<file path="src/rtl/fc_operand_streamer_if.sv">
// fc_operand_streamer_if: IFM/weight SRAM read ports and the accelerator operand
// stream. master = streamer side, slave = SRAMs plus accelerator side.
interface fc_operand_streamer_if #(
  parameter int IFM_WIDTH   = 8,
  parameter int WGT_WIDTH   = 8,
  parameter int TILING_SIZE = 8,
  parameter int IFM_AW      = 16,
  parameter int WGT_AW      = 23
);
  logic [IFM_AW-1:0]                ifm_addr;
  logic                             ifm_ren;
  logic [IFM_WIDTH-1:0]             ifm_rdata;
  logic [WGT_AW-1:0]                wgt_addr;
  logic                             wgt_ren;
  logic [TILING_SIZE*WGT_WIDTH-1:0] wgt_rdata;
  logic                             ifm_read;
  logic [IFM_WIDTH-1:0]             ifm;
  logic                             valid_ifm;
  logic                             wgt_read;
  logic [TILING_SIZE*WGT_WIDTH-1:0] wgt;
  logic                             wgt_valid;

  modport master (
    output ifm_addr, ifm_ren, wgt_addr, wgt_ren, ifm, valid_ifm, wgt, wgt_valid,
    input  ifm_rdata, wgt_rdata, ifm_read, wgt_read
  );

  modport slave (
    input  ifm_addr, ifm_ren, wgt_addr, wgt_ren, ifm, valid_ifm, wgt, wgt_valid,
    output ifm_rdata, wgt_rdata, ifm_read, wgt_read
  );
endinterface

</file>
<file path="src/rtl/fc_operand_streamer.sv">
// fc_operand_streamer: streams the IFM, then every weight tile, from the operand SRAMs
// to the FC accelerator. Define FC_STREAM_STALL_CNT_EN to build the stall cycle counter.
module fc_operand_streamer #(
  parameter int IFM_WIDTH   = 8,
  parameter int WGT_WIDTH   = 8,
  parameter int TILING_SIZE = 8,
  parameter int IFM_SIZE    = 9162,
  parameter int KERNEL_SIZE = 4096,
  parameter int IFM_AW      = 16,
  parameter int WGT_AW      = 23
) (
  input  logic                  clk,
  input  logic                  rst,
  input  logic                  start,
  output logic                  busy,
  output logic                  done,
  output logic [31:0]           stall_cnt,
  fc_operand_streamer_if.master bus
);

  localparam int NUM_TILES = KERNEL_SIZE / TILING_SIZE;
  localparam int TILE_W    = $clog2(NUM_TILES + 1);
  localparam int WGT_W     = TILING_SIZE * WGT_WIDTH;
  localparam logic [IFM_AW-1:0] LAST_ELEM = IFM_AW'(IFM_SIZE - 1);
  localparam logic [TILE_W-1:0] LAST_TILE = TILE_W'(NUM_TILES - 1);

  typedef enum logic [1:0] {S_IDLE, S_IFM, S_WGT, S_DONE} state_t;

  state_t              state, state_nxt;
  logic [IFM_AW-1:0]   ifm_idx, ifm_addr_q, elem_idx;
  logic [TILE_W-1:0]   tile_idx;
  logic [WGT_AW-1:0]   wgt_lin, wgt_addr_q;
  logic                ifm_req, wgt_req, last_word, start_ok;
  logic                ifm_vld_q, wgt_vld_q;
  logic [IFM_WIDTH-1:0] ifm_hold_q;
  logic [WGT_W-1:0]    wgt_hold_q;

  assign last_word = (tile_idx == LAST_TILE) && (elem_idx == LAST_ELEM);
  assign start_ok  = (state == S_IDLE) && start;

  // NOTE: every always_comb output gets a default first, so no path can infer a latch.
  always_comb begin
    state_nxt = state;
    ifm_req   = 1'b0;
    wgt_req   = 1'b0;
    case (state)
      S_IDLE: if (start) state_nxt = S_IFM;
      S_IFM: begin
        ifm_req = bus.ifm_read;
        if (ifm_req && ifm_idx == LAST_ELEM) state_nxt = S_WGT;
      end
      S_WGT: begin
        wgt_req = bus.wgt_read;
        if (wgt_req && last_word) state_nxt = S_DONE;
      end
      S_DONE:  state_nxt = S_IDLE;
      default: state_nxt = S_IDLE;
    endcase
  end

  // NOTE: registers use <= so every flop samples pre-edge values regardless of statement order.
  always_ff @(posedge clk) begin
    if (rst) begin
      state      <= S_IDLE;
      ifm_idx    <= '0;
      ifm_addr_q <= '0;
      elem_idx   <= '0;
      tile_idx   <= '0;
      wgt_lin    <= '0;
      wgt_addr_q <= '0;
      ifm_vld_q  <= 1'b0;
      wgt_vld_q  <= 1'b0;
      ifm_hold_q <= '0;
      wgt_hold_q <= '0;
    end else begin
      state     <= state_nxt;
      ifm_vld_q <= ifm_req;
      wgt_vld_q <= wgt_req;
      if (start_ok) begin
        ifm_idx  <= '0;
        elem_idx <= '0;
        tile_idx <= '0;
        wgt_lin  <= '0;
      end
      if (ifm_req) begin
        ifm_idx    <= ifm_idx + 1'b1;
        ifm_addr_q <= ifm_idx;
      end
      if (wgt_req) begin
        wgt_lin    <= wgt_lin + 1'b1;
        wgt_addr_q <= wgt_lin;
        if (elem_idx == LAST_ELEM) begin
          elem_idx <= '0;
          tile_idx <= tile_idx + 1'b1;
        end else begin
          elem_idx <= elem_idx + 1'b1;
        end
      end
      // The output holding registers keep the last presented operand once valid drops.
      if (ifm_vld_q) ifm_hold_q <= bus.ifm_rdata;
      if (wgt_vld_q) wgt_hold_q <= bus.wgt_rdata;
    end
  end

  // SRAM reads are issued in the request cycle so data lines up one cycle later.
  assign bus.ifm_ren   = ifm_req;
  assign bus.ifm_addr  = ifm_req ? ifm_idx : ifm_addr_q;
  assign bus.wgt_ren   = wgt_req;
  assign bus.wgt_addr  = wgt_req ? wgt_lin : wgt_addr_q;
  assign bus.valid_ifm = ifm_vld_q;
  assign bus.ifm       = ifm_vld_q ? bus.ifm_rdata : ifm_hold_q;
  assign bus.wgt_valid = wgt_vld_q;
  assign bus.wgt       = wgt_vld_q ? bus.wgt_rdata : wgt_hold_q;
  assign busy          = (state != S_IDLE);
  assign done          = (state == S_DONE);

`ifdef FC_STREAM_STALL_CNT_EN
  logic [31:0] stall_q;
  logic        stall;

  assign stall = ((state == S_IFM) && !bus.ifm_read) || ((state == S_WGT) && !bus.wgt_read);

  always_ff @(posedge clk) begin
    if (rst || start_ok)            stall_q <= '0;
    else if (stall && stall_q != '1) stall_q <= stall_q + 1'b1;
  end

  assign stall_cnt = stall_q;
`else
  assign stall_cnt = '0;
`endif

endmodule

</file>
<file path="src/flat_wrapper.sv">
// flat-port wrapper written by rule: the top's interface ports become plain ports
module fc_operand_streamer_flat 
#(
  parameter int IFM_WIDTH   = 8,
  parameter int WGT_WIDTH   = 8,
  parameter int TILING_SIZE = 8,
  parameter int IFM_SIZE    = 9162,
  parameter int KERNEL_SIZE = 4096,
  parameter int IFM_AW      = 16,
  parameter int WGT_AW      = 23
)
  (clk, rst, start, busy, done, stall_cnt, bus_ifm_addr, bus_ifm_ren, bus_wgt_addr, bus_wgt_ren, bus_ifm, bus_valid_ifm, bus_wgt, bus_wgt_valid, bus_ifm_rdata, bus_wgt_rdata, bus_ifm_read, bus_wgt_read);
  fc_operand_streamer_if #(.IFM_WIDTH(IFM_WIDTH), .WGT_WIDTH(WGT_WIDTH), .TILING_SIZE(TILING_SIZE), .IFM_AW(IFM_AW), .WGT_AW(WGT_AW)) bus_i ();
  input  logic clk;
  input  logic rst;
  input  logic start;
  output logic busy;
  output logic done;
  output logic [31:0] stall_cnt;
  output wire logic [$bits(bus_i.ifm_addr)-1:0] bus_ifm_addr;
  output wire logic [$bits(bus_i.ifm_ren)-1:0] bus_ifm_ren;
  output wire logic [$bits(bus_i.wgt_addr)-1:0] bus_wgt_addr;
  output wire logic [$bits(bus_i.wgt_ren)-1:0] bus_wgt_ren;
  output wire logic [$bits(bus_i.ifm)-1:0] bus_ifm;
  output wire logic [$bits(bus_i.valid_ifm)-1:0] bus_valid_ifm;
  output wire logic [$bits(bus_i.wgt)-1:0] bus_wgt;
  output wire logic [$bits(bus_i.wgt_valid)-1:0] bus_wgt_valid;
  input wire logic [$bits(bus_i.ifm_rdata)-1:0] bus_ifm_rdata;
  input wire logic [$bits(bus_i.wgt_rdata)-1:0] bus_wgt_rdata;
  input wire logic [$bits(bus_i.ifm_read)-1:0] bus_ifm_read;
  input wire logic [$bits(bus_i.wgt_read)-1:0] bus_wgt_read;
  assign bus_ifm_addr = bus_i.ifm_addr;
  assign bus_ifm_ren = bus_i.ifm_ren;
  assign bus_wgt_addr = bus_i.wgt_addr;
  assign bus_wgt_ren = bus_i.wgt_ren;
  assign bus_ifm = bus_i.ifm;
  assign bus_valid_ifm = bus_i.valid_ifm;
  assign bus_wgt = bus_i.wgt;
  assign bus_wgt_valid = bus_i.wgt_valid;
  assign bus_i.ifm_rdata = bus_ifm_rdata;
  assign bus_i.wgt_rdata = bus_wgt_rdata;
  assign bus_i.ifm_read = bus_ifm_read;
  assign bus_i.wgt_read = bus_wgt_read;
  fc_operand_streamer #(.IFM_WIDTH(IFM_WIDTH), .WGT_WIDTH(WGT_WIDTH), .TILING_SIZE(TILING_SIZE), .IFM_SIZE(IFM_SIZE), .KERNEL_SIZE(KERNEL_SIZE), .IFM_AW(IFM_AW), .WGT_AW(WGT_AW)) u_core (.clk(clk), .rst(rst), .start(start), .busy(busy), .done(done), .stall_cnt(stall_cnt), .bus(bus_i));
endmodule
</file>
<file path="config.mk">
export PLATFORM = sky130hd
export DESIGN_NAME = fc_operand_streamer_flat
export DESIGN_NICKNAME = d
export VERILOG_FILES = /design/src/rtl/fc_operand_streamer_if.sv /design/src/rtl/fc_operand_streamer.sv /design/src/flat_wrapper.sv
export SDC_FILE = /design/constraint.sdc
export NUM_CORES = 1
export LEC_CHECK = 0
export CORE_ASPECT_RATIO = 0.6
export CORE_MARGIN = 3
export CORE_UTILIZATION = 44
export DETAILED_ROUTE_END_ITERATION = 16
export HOLD_SLACK_MARGIN = 0.03
export PLACE_DENSITY = 0.87
export SLEW_MARGIN = 20
export SYNTH_ARGS = -nofsm -noshare
export SYNTH_HDL_FRONTEND = slang
export SYNTH_SLANG_ARGS = --single-unit
export TNS_END_PERCENT = 30
</file>
<file path="constraint.sdc">
create_clock -name clk -period 2.5 [get_ports clk]
set_clock_uncertainty 0.2 [all_clocks]
set_input_delay 0.5 -clock clk [delete_from_list [all_inputs] [get_ports clk]]
set_output_delay 0.5 -clock clk [all_outputs]
set_load 0.02 [all_outputs]
</file>
# After elaboration in Yosys (flattened, before gate mapping)
# Index checks and enable logic that the tools add are counted.
# word_totals
out_inout_bits	149
n_memories	0
rom_bits	0
latch_bits	0
regBits	180
ramBits	0
inputBits	77
elab_cells	52
# op_classes
muxes	19
bitwise_logic	0
mul	0
n_div	0
reduce_logical	9
eq_ne	9
shifts	0
n_lt_le_gt_ge	0
n_addsub	4
# ops
cell	count
$mux 16	5
$mux 23	3
$mux 64	1
$add 16x1->16 const B	2
$eq 16x14->1 const B	2
$mux 10	3
$add 23x1->23 const B	1
$add 10x1->10 const B	1
$eq 10x9->1 const B	1
$mux 8	1
$pmux 2 s4	1
$mux 2	3
$reduce_bool 2->1	3
$eq 2x2->1 const B	2
$logic_and 1x1->1	4
$ne 2x1->1 const B	2
$reduce_and 3->1	1
$eq 2x1->1 const B	1
$logic_not 2->1	1
$mux 1	2
$ne 2x2->1 const B	1

# Longest topological paths before layout
# depth
word_depth	5
depth_mapped	9

# Least setup slack after synthesis
# Ideal clock, no wire load.
# synth_timing
kind	register -> output
from	register u_core.state[0]
to	output bus_wgt_addr[10]
arrival_time_ps	1901
setup_slack_ps	-101
path_stages_with_launch	9
required_ps	1800
cell_sequence	dfxtp_1 -> inv_1 -> ha_1 -> nand2_1 -> clkbuf_1 -> clkbuf_1 -> clkbuf_1 -> nand2_1 -> nand2_1
# synth_via
elab_chain_cells	3
# synth_rtl
item	line	source
start, declared	fc_operand_streamer.sv:29	state_t state, state_nxt;
start signal, assigned	fc_operand_streamer.sv:76	state <= state_nxt;
$eq 2x2->1	fc_operand_streamer.sv:46	case (state)
$mux 1	fc_operand_streamer.sv:46	
$mux 23	-	
end, declared	flat_wrapper.sv:22	output wire logic [$bits(bus_i.wgt_addr)-1:0] bus_wgt_addr;
# Every way passes these cells.

# Final worst setup path
# layout_timing
from	register u_core.wgt_vld_q (netlist: u_core.bus.wgt_valid)
to	output bus_wgt[2]
# layout_via
elab_chain_cells	1
# layout_rtl
item	line	source
start, declared	fc_operand_streamer.sv:34	logic ifm_vld_q, wgt_vld_q;
start signal, assigned	fc_operand_streamer.sv:78	wgt_vld_q <= wgt_req;
$mux 64	fc_operand_streamer.sv:113	assign bus.wgt = wgt_vld_q ? bus.wgt_rdata : wgt_hold_q;
end, declared	flat_wrapper.sv:26	output wire logic [$bits(bus_i.wgt)-1:0] bus_wgt;
# Every way passes these cells.

==> results.md <==
- Hold endpoint: u_core.ifm_idx[11]
- Total CTS buffers: 17
- Post-Synth Simple-Gate Area: roughly a quarter
- Vias in the first global route: about 6900
- Synth warnings: 0
- Slowest stage cell, crit path: dfxtp_4
- Row Count: 37
- Cell count after synthesis: roughly 920
- All-Layer GR Usage: ~22%
- Reg2Reg Launch Point: u_core.ifm_idx[5]
- Largest net degree at the start of global routing: between 50 and 60
- Vias: between 7000 and 8000
- Average size of a mapped cell: around 8.8 µm²
- CP top delay family: buffers and inverters
- P per Cell Area: 702 nW/µm²
- Asr flop ratio synth: 0%
- Fin nets: between 1000 and 1500
- Crit Path Category: reg2out
- Final WS setup: between 0.04 and 0.05 ns
- FF-to-FF setup slack: about 0.16 ns
- Final Non-Filler Cells: about 1400
- Final GP Congestion: about 0.87
- Most common cell after layout, fill and taps aside: dfxtp_1
- Layout cell share with drive strength beyond 1: 20.3%
- Post-Synth Adder-Cell Area: 1.71%
- HPWL after DPL: 16.0 mm
- Hold WC Path Type: in2reg
- Multi-input logic area: around 4100 µm²
- Final-report setup violation count: 0
- Die W: 181 µm
- Slowest stage delay, CP: roughly 0.44 ns
- Reg2reg path depth: 6
- Pre-CTS setup slack: -0.395 ns
- Part of the Yosys area used for sequential elements: between 40% and 50%
- Total inserted antenna cells: 0
- Least-Margin Pin Slew: around 0.63 ns
- Core Region: between 15000 and 20000 µm²
- Worst slew margin: ~58%
- WP buf/inv: 2
- Total Power: between 7 and 8 mW
- Drt via density: about 5.2
- Pre-antenna DRT Iters: 5
- Static leakage: around 4.8 nW
- Minimum clock period: 2.46 ns
- # fillers: around 1500
- GR Overflow Total: 0
- Synth Area in XOR/XNOR: less than 1%
- Sequential cell area: ~3600 µm²
- Post-synth EDFFs: 0
- Initial DRC Count: a little over 600
- Die Height: approximately 110 µm
- Initial antenna violation count: 0
- CP Launch Type: flop
- Final Max Tran Viols: 0
- Synth Cell Area: between 8000 and 9000 µm²
- Complex-gate fraction of the synthesized area: approximately an eighth
- Setup crit end kind: primary output
- FF-to-FF End: u_core.state[0]
- #FFs+latches synth: 180
- CP Cell Sequence: buf_4, mux2_2, dlygate4sd2_1
- Worst-path clk slew: 0.07 ns
- Largest family of logic cells by synthesized area: simple AND/OR/NAND/NOR gates
- Max Cap Viol: 0
- Min-delay src: rst
- Final hold violations: 0
- Htree depth: 4
- Latest clock arrival within the worst-skew pair: between 0.4 and 0.5 ns
- I/O Buffers: about 190
- WL per Instance: around 16 µm
- Clock Tree Buf Depth: 2
- Max FO, Critical Path: 7
- Achievable frequency: ~400 MHz
- WL final: between 20 and 25 mm
- Final core utilization: approximately 63%
- Initial core utilization: a little under half
- Total negative setup slack: 0 ns
- Post-synth top flop: dfxtp_1
- # IOs: 226
- Mux contribution to synthesized area: roughly 11%
- CTS Root Cell: clkbuf_16
- Most frequent cells in the layout: dfxtp_1 (177), nand2_1 (151), mux2_2 (77), clkdlybuf4s50_1 (77), nor2b_1 (73)
- First-pass GRT wire length: 36.2 mm
- Status: finished, final reports clean
- CP arrival: 1.76 ns
- Final Cycle Share: between 90 and 100%
- Req. time, crit path: approximately 1.8 ns
- Hold Path Stages: 2
- Residual DRC: 0
- CTS tree: built
- CTS Hold Buffers Added: 0
- Distinct cell type count after synthesis: 53
- Maximum VDD drop: ~0.52 mV
- Area delta synth->final: 36.4%
- Unrepaired setup endpoints after global routing: true
- ANT nets after route: 0
- Die Area: about 20000 µm²
- Placed cells: 1349
- Clock sinks: 180
==> flip-flops by register name, summed over array words and instances, names as in the netlist <==
signal	cells
u_core.tile_idx	10
u_core.wgt_lin	23
u_core.wgt_hold_q	64
u_core.bus.wgt_valid	1
u_core.ifm_hold_q	8
u_core.ifm_idx	16
u_core.ifm_addr_q	16
u_core.wgt_addr_q	23
u_core.bus.valid_ifm	1
u_core.state	2
u_core.elem_idx	16
==> worst max path at each step <==
stage,from,to,slack [ns],cells after the start
final,u_core.bus.wgt_valid,bus_wgt[2],0.04,3
after global routing,u_core.state[0],bus_wgt_addr[7],-0.03,9
after CTS,u_core.bus.wgt_valid,bus_wgt[8],-0.02,2
after detailed placement,bus_wgt_read,bus_wgt_addr[20],-0.39,7
after global placement,bus_wgt_read,bus_wgt_addr[20],-0.36,7
after floorplan,u_core.state[1],bus_ifm_addr[11],0.04,8
==> cells by family (layout without fill, tap and decap cells) <==
group                      Yosys count  count (layout)
muxes                               78              78
and+or+nand+nor                    379             379
DFF                                180             180
other                                1              32
buffers and inverters               99             302
adders and majority gates           11              11
AOI/OAI and AO/OA                  160             160
xor gates and xnor gates             8               8
==> what timing repair did <==
item / in CTS / in global routing
endpoints found under the setup margin: 112 / 52
resized for setup: 251 / 45
cloned: 2 / 0
pin swaps: 2 / 0
buffers inserted: 1 / 0
==> power breakdown <==
| group | switching, mW | internal (mW) |
|---|---|---|
| clock network | 1.32 | 1.36 |
| registers | 0.0641 | 2.97 |
| logic | 1.11 | 0.890 |
| total | 2.50 | 5.22 |
==> layer usage <==
metal / wire length [µm] / global-route usage (%) / up-vias
met4: 238 / 4.04 / 0
met3: 1360 / 4.79 / 20
li1: - / - / 3551
met2: 10100 / 34.0 / 261
met5: 0 / 0 / -
met1: 10500 / 30.8 / 3413
==> cells in the mapped netlist (all sizes together), types with 4 or more instances <==
library cell | instances | share of area [%]
a31oi | 6 | 0.47
a22oi | 10 | 0.93
and2 | 12 | 0.93
mux2 | 77 | 11
nand3 | 20 | 1.3
or4 | 8 | 0.74
o21ai | 27 | 1.7
buf | 38 | 3.3
dfxtp | 180 | 45
xor2 | 5 | 0.54
nor2b | 73 | 5.7
and3 | 9 | 0.70
inv | 14 | 0.65
a211oi | 4 | 0.43
a311oi | 17 | 1.8
a21oi | 72 | 4.5
clkbuf | 47 | 2.2
nor2 | 58 | 2.7
and4 | 4 | 0.43
ha | 11 | 1.7
nand2 | 153 | 7.1
o311ai | 4 | 0.43
nand4 | 7 | 0.62
nor3 | 17 | 1.1
a41oi | 7 | 0.76
==> metrics by stage <==
step	hold WS (ns)	cell area, µm²
finish	0.262	11000
global route	0.270	11000
CTS	0.246	11000
detailed placement	0.255	10500
global placement	0.252	10500
floorplan	0.244	8180
==> cell type report <==
type	count	share of cell area, %
Sequential cell	180	32.9
Multi-Input combinational cell	668	37.5
Clock inverter	15	1.63
Timing Repair Buffer	256	21.0
Tap cell	234	2.66
Inverter	14	0.501
Clock buffer	17	3.87
(Power assumes the default switching activity.)
